$ cat src/rtl/pc_pkg.sv
// pc_pkg: shared constants for the program counter slice.
//   Next-PC select encodings (pcControl) and the address/field widths
//   used by program_counter and pc_next_calc.
package pc_pkg;

  localparam int unsigned ADDR_W  = 32;  // byte address width
  localparam int unsigned JADDR_W = 26;  // absolute-jump word index width
  localparam int unsigned OFF_W   = 16;  // branch word-offset width

  // Next-PC select, values fixed by the control unit's pcControl encoding.
  typedef enum logic [1:0] {
    PC_SEQ    = 2'b00,
    PC_JUMP   = 2'b01,
    PC_BRANCH = 2'b10,
    PC_JR     = 2'b11
  } pc_ctrl_e;

endpackage

$ cat src/rtl/pc_next_calc.sv
// pc_next_calc: purely combinational next-PC selection.
//   pc           in  ADDR_W   current instruction byte address
//   pcControl    in  2        next-PC select (pc_pkg::pc_ctrl_e)
//   jumpAddress  in  JADDR_W  word index for absolute jump
//   branchOffset in  OFF_W    signed word offset, relative to pc + PC_STEP
//   regAddress   in  ADDR_W   jump-register target
//   next_pc      out ADDR_W   value to load on the next clock edge
//   align_err    out 1        only with PC_ALIGN_CHECK_EN: JR target misaligned
// Macro PC_ALIGN_CHECK_EN: force-align JR targets and flag misalignment.
module pc_next_calc
  import pc_pkg::*;
#(
  parameter logic [ADDR_W-1:0] PC_STEP = 32'd4
) (
  input  logic [ADDR_W-1:0]  pc,
  input  logic [1:0]         pcControl,
  input  logic [JADDR_W-1:0] jumpAddress,
  input  logic [OFF_W-1:0]   branchOffset,
  input  logic [ADDR_W-1:0]  regAddress,
`ifdef PC_ALIGN_CHECK_EN
  output logic               align_err,
`endif
  output logic [ADDR_W-1:0]  next_pc
);

  logic [ADDR_W-1:0] pc_plus4;
  logic [ADDR_W-1:0] branch_disp;

  assign pc_plus4    = pc + PC_STEP;
  // Sign-extended word offset converted to bytes.
  assign branch_disp = {{(ADDR_W-OFF_W-2){branchOffset[OFF_W-1]}}, branchOffset, 2'b00};

`ifdef PC_ALIGN_CHECK_EN
  always_comb begin
    next_pc   = pc_plus4;
    align_err = 1'b0;
    case (pc_ctrl_e'(pcControl))
      PC_SEQ:    next_pc = pc_plus4;
      PC_JUMP:   next_pc = {pc_plus4[ADDR_W-1:JADDR_W+2], jumpAddress, 2'b00};
      PC_BRANCH: next_pc = pc_plus4 + branch_disp;
      PC_JR: begin
        next_pc = {regAddress[ADDR_W-1:2], 2'b00};
        align_err = (regAddress[1:0] != 2'b00);
      end
    endcase
  end
`else
  always_comb begin
    next_pc = pc_plus4;
    case (pc_ctrl_e'(pcControl))
      PC_SEQ:    next_pc = pc_plus4;
      PC_JUMP:   next_pc = {pc_plus4[ADDR_W-1:JADDR_W+2], jumpAddress, 2'b00};
      PC_BRANCH: next_pc = pc_plus4 + branch_disp;
      PC_JR:     next_pc = regAddress;
    endcase
  end
`endif

endmodule

$ cat src/rtl/program_counter.sv
// program_counter: registered instruction byte address for the single-cycle CPU.
//   clk          in  1    rising-edge clock, pc updates on every edge
//   reset        in  1    asynchronous active-low reset, pc = RESET_VECTOR
//   pcControl    in  2    next-PC select: SEQ / JUMP / BRANCH / JR
//   jumpAddress  in  26   instruction[25:0]
//   branchOffset in  16   instruction[15:0]
//   regAddress   in  32   register-file read data 1
//   pc           out 32   current instruction byte address (register output)
//   pcAlignErr   out 1    only with PC_ALIGN_CHECK_EN: last JR was misaligned
// Macro PC_ALIGN_CHECK_EN enables the alignment check and the pcAlignErr port.
module program_counter
  import pc_pkg::*;
#(
  parameter logic [ADDR_W-1:0] RESET_VECTOR = 32'h0000_0000,
  parameter logic [ADDR_W-1:0] PC_STEP      = 32'd4
) (
  input  logic               clk,
  input  logic               reset,
  input  logic [1:0]         pcControl,
  input  logic [JADDR_W-1:0] jumpAddress,
  input  logic [OFF_W-1:0]   branchOffset,
  input  logic [ADDR_W-1:0]  regAddress,
`ifdef PC_ALIGN_CHECK_EN
  output logic               pcAlignErr,
`endif
  output logic [ADDR_W-1:0]  pc
);

  logic [ADDR_W-1:0] pc_q;
  logic [ADDR_W-1:0] pc_d;

`ifdef PC_ALIGN_CHECK_EN
  logic align_err_q;
  logic align_err_d;
`endif

  pc_next_calc #(
    .PC_STEP (PC_STEP)
  ) u_next (
    .pc           (pc_q),
    .pcControl    (pcControl),
    .jumpAddress  (jumpAddress),
    .branchOffset (branchOffset),
    .regAddress   (regAddress),
`ifdef PC_ALIGN_CHECK_EN
    .align_err    (align_err_d),
`endif
    .next_pc      (pc_d)
  );

  always_ff @(posedge clk or negedge reset) begin
    if (!reset) begin
      pc_q <= RESET_VECTOR;
    end else begin
      pc_q <= pc_d;
    end
  end

  assign pc = pc_q;

`ifdef PC_ALIGN_CHECK_EN
  always_ff @(posedge clk or negedge reset) begin
    if (!reset) begin
      align_err_q <= 1'b0;
    end else begin
      align_err_q <= align_err_d;
    end
  end

  assign pcAlignErr = align_err_q;
`endif

endmodule

$ cat config.mk
export PLATFORM = sky130hd
export DESIGN_NAME = program_counter
export DESIGN_NICKNAME = d
export VERILOG_FILES = /design/src/rtl/pc_pkg.sv /design/src/rtl/pc_next_calc.sv /design/src/rtl/program_counter.sv
export SDC_FILE = /design/constraint.sdc
export NUM_CORES = 1
export LEC_CHECK = 0
export ABC_AREA = 1
export CAP_MARGIN = 20
export CORE_MARGIN = 1
export CORE_UTILIZATION = 52
export CTS_CLUSTER_DIAMETER = 200
export CTS_CLUSTER_SIZE = 8
export DETAILED_ROUTE_END_ITERATION = 16
export GPL_TIMING_DRIVEN = 0
export PLACE_DENSITY = 0.85
export SLEW_MARGIN = 10
export SYNTH_ARGS = -nofsm -noshare
export SYNTH_HDL_FRONTEND = slang
export SYNTH_SLANG_ARGS = --single-unit
$ cat constraint.sdc
create_clock -name clk -period 2.9 [get_ports clk]
set_clock_uncertainty 0.05 [all_clocks]
set_input_delay 0.58 -clock clk [delete_from_list [all_inputs] [get_ports clk]]
set_output_delay 0.58 -clock clk [all_outputs]
set_load 0.05 [all_outputs]
==> flow_metrics.tcl <==
set metrics [dict create \
    cp-startpoint "pc[7]" \
    maxCapViolCount 0 \
    largest_register_ffs 32 \
    cts-root-buf "clkbuf_8" \
    synth_fp_nets 936 \
    period_share_pct 101 \
    placementRows 34 \
    syn_area_um2 4720 \
    cp_common_cell "nand2_1" \
    switching_share_pct 52.8 \
    place_hpwl_mm 14.1 \
    combPwrFrac_pct 71.5 \
    cp.arrival_ns 3.06 \
    n_antenna_cell 0 \
    grt_overflow 0 \
    r2r_start "pc[7]" \
    worstPathRequired_ns 3.03 \
    slew_headroom_pct 40.9 \
    postSynthAreaPerCell_um2 5.74 \
    gr-usage-all-layers_pct 37.3 \
    ant_nets 0 \
    start_kind "flop" \
    reg2reg_depth 19 \
    io_buffers 109 \
    clkLatencyLatePin_ns 0.29 \
    crit_chain "inv_1 -> nor3_2 -> buf_4 -> nand2_2 -> inv_2 -> buf_4 -> nand3_1 -> nand2_1 -> inv_1 -> ha_4 -> nand2_1 -> nor3_2 -> and2_4 -> and2_1 -> nand2_1 -> nand2_1 -> nand2_1 -> nand3_2 -> nand3_1" \
    period_minus_slack_ns 2.93 \
    seq_area_frac_synth_pct 17.0 \
    intPower_w 0.00171 \
    placed_cell_area_um2 5940 \
    finalHoldViolCount 0 \
    antenna_found_initial 0 \
    place.gp.congestion 1.02 \
    cts_tree "done" \
    violations "setup timing" \
    timing.final.ws_setup_ns -0.0310 \
    ir_worst_vdd_mv 0.338 \
    die_area_um2 9460 \
    initial_core_util_pct 53.9 \
    wirelength_mm 19.6 \
    final_common_cell "nand2_1" \
    crit_type "flop to flop" \
    die_w_um 97.3 \
    max_freq_mhz 341 \
    synth_cells 823 \
    drtIter0Drc 453 \
    power_density_nw_per_um2 506 \
    die-height_um 97.3 \
    holdBufCountCts 0 \
    htree_levels 2 \
    yosysWarnings 0 \
    setup_tns_ns -0.0684 \
    critPathCaptureType "flop" \
    areaGrowthSynthToFinish_pct 52.2 \
    vias 6234 \
    switchingPower_w 0.00192 \
    outcome "finished with violations" \
    slowest_stage "dfrtp_1" \
    clk_pin_slew_worst_paths_ns 0.07 \
    path_max_fanout 5 \
    final_net_count 1084 \
    stdcell_count 1080 \
    fin_util_pct 82.0 \
    final_cell_area_um2 7190 \
    grt_max_degree 33 \
    slew_viol_final 0 \
    worst_path_largest_cell_delay_ns 0.42 \
    dr.pass1.iters 6 \
    coreArea_um2 8760 \
    synth.distinct_cells 34 \
    grt_pass1_wl_mm 27.7 \
    worst_slew_pin_slew_ns 0.886 \
    route.detailed.drc 0 \
    p_seq_share_pct 17.9 \
    first_global_vias 5658 \
    mostFrequentLayoutCells "nand2_1, inv_1, clkdlybuf4s50_1" \
    finalSetupViolations 4 \
    hold_path_class "primary input to async pin" \
    ioPinCount 110 \
    via_per_inst 5.77 \
    placed_cells 1040 \
    pwr-share-clk_pct 10.7 \
    reg2reg_to "pc[30]" \
    grt_setup_unrepaired "yes" \
    power_w 0.00363 \
    cts_max_path_buffers 2 \
    r2r_slack_ns -0.03 \
    wire_per_inst_um 18.2 \
    layout-drive-gt1-share_pct 25.4 \
    leakage_nw 3.38 \
    clock_sinks 32 \
    cts-buffers-inserted 5 \
    yosys_register_bits 32 \
]
## logic make-up after synthesis
family                     after synthesis  share of synthesized area (%)
DFF                                     32                           17.0
AOI/OAI and AO/OA                       86                           11.6
xor gates and xnor gates                22                           4.08
and+or+nand+nor                        489                           44.9
adders and majority gates               35                           9.44
buffers and inverters                  159                           13.0
## per-stage QoR
stage / hold WS, ns / setup WS, ns
6_report: 0.289 / -0.0310
5_1_grt: 0.348 / -0.206
4_1_cts: 0.319 / -0.0117
3_5_place_dp: 0.461 / -0.371
3_3_place_gp: 0.447 / -0.333
2_1_floorplan: 0.234 / 0.0321
## metal layers
layer  GRT usage (%)  routed length, um  vias up
met1            50.9               7720     2847
met5               0                  0        -
met3            4.89               1990       67
li1                -                  -     2914
met2            60.8               9190      406
met4            13.0                704        0
## synthesized netlist by cell type (all sizes together)
| library cell | count | share of area [%] |
|---|---|---|
| clkbuf | 4 | 0.53 |
| inv | 147 | 12 |
| and2 | 3 | 0.40 |
| o21bai | 2 | 0.32 |
| buf | 6 | 0.64 |
| o2111ai | 4 | 0.74 |
| a22oi | 4 | 0.64 |
| nand3b | 7 | 1.1 |
| o21ai | 11 | 1.2 |
| or2 | 9 | 1.2 |
| ha | 34 | 9.0 |
| a221oi | 21 | 3.9 |
| a22o | 2 | 0.37 |
| nor3 | 12 | 1.6 |
| fa | 1 | 0.42 |
| nand2 | 285 | 23 |
| xor2 | 19 | 3.5 |
| a21oi | 42 | 4.5 |
| nand3 | 66 | 7.3 |
| nor2 | 91 | 8.1 |
| dfrtp | 32 | 17 |
| nor4 | 1 | 0.26 |
| xnor2 | 3 | 0.56 |
| nand4 | 15 | 2.0 |
| clkinv | 2 | 0.16 |
## how the worst max path moves through the flow
stage               endpoint
floorplan             pc[12]
global placement      pc[21]
detailed placement    pc[28]
CTS                   pc[12]
global route          pc[28]
finish                pc[30]
## power by group through the flow
stage / clock network [W] / registers [W] / logic [W]
floorplan: 0 / 0.000891 / 0.00107
global placement: 0 / 0.000639 / 0.00194
detailed placement: 0 / 0.000640 / 0.00196
CTS: 0.000383 / 0.000625 / 0.00211
global route: 0.000399 / 0.000658 / 0.00279
finish: 0.000388 / 0.000649 / 0.00260
## area by class of cell
class	count	area, um2
fill	619	1580
tap	108	135
inverter	149	562
sequential	32	813
multi-input combinational	632	4190
buffer	10	55.1
clock buffer	8	100
timing repair buffer	141	1330
## critical path, delay by kind of cell (launching register included)
family / cells / cell delay [ns]
buf+inv: 5 / 0.58
fa+ha+maj: 1 / 0.30
simple gates: 13 / 1.45
flops: 1 / 0.42
## what timing repair did
action | in CTS | in global routing
gates resized for setup | 46 | 165
pin swaps | 5 | 56
buffers inserted | 9 | 23
cloned | 0 | 0
setup endpoints to repair | 22 | 22
Power figures use the tool's default switching activity.
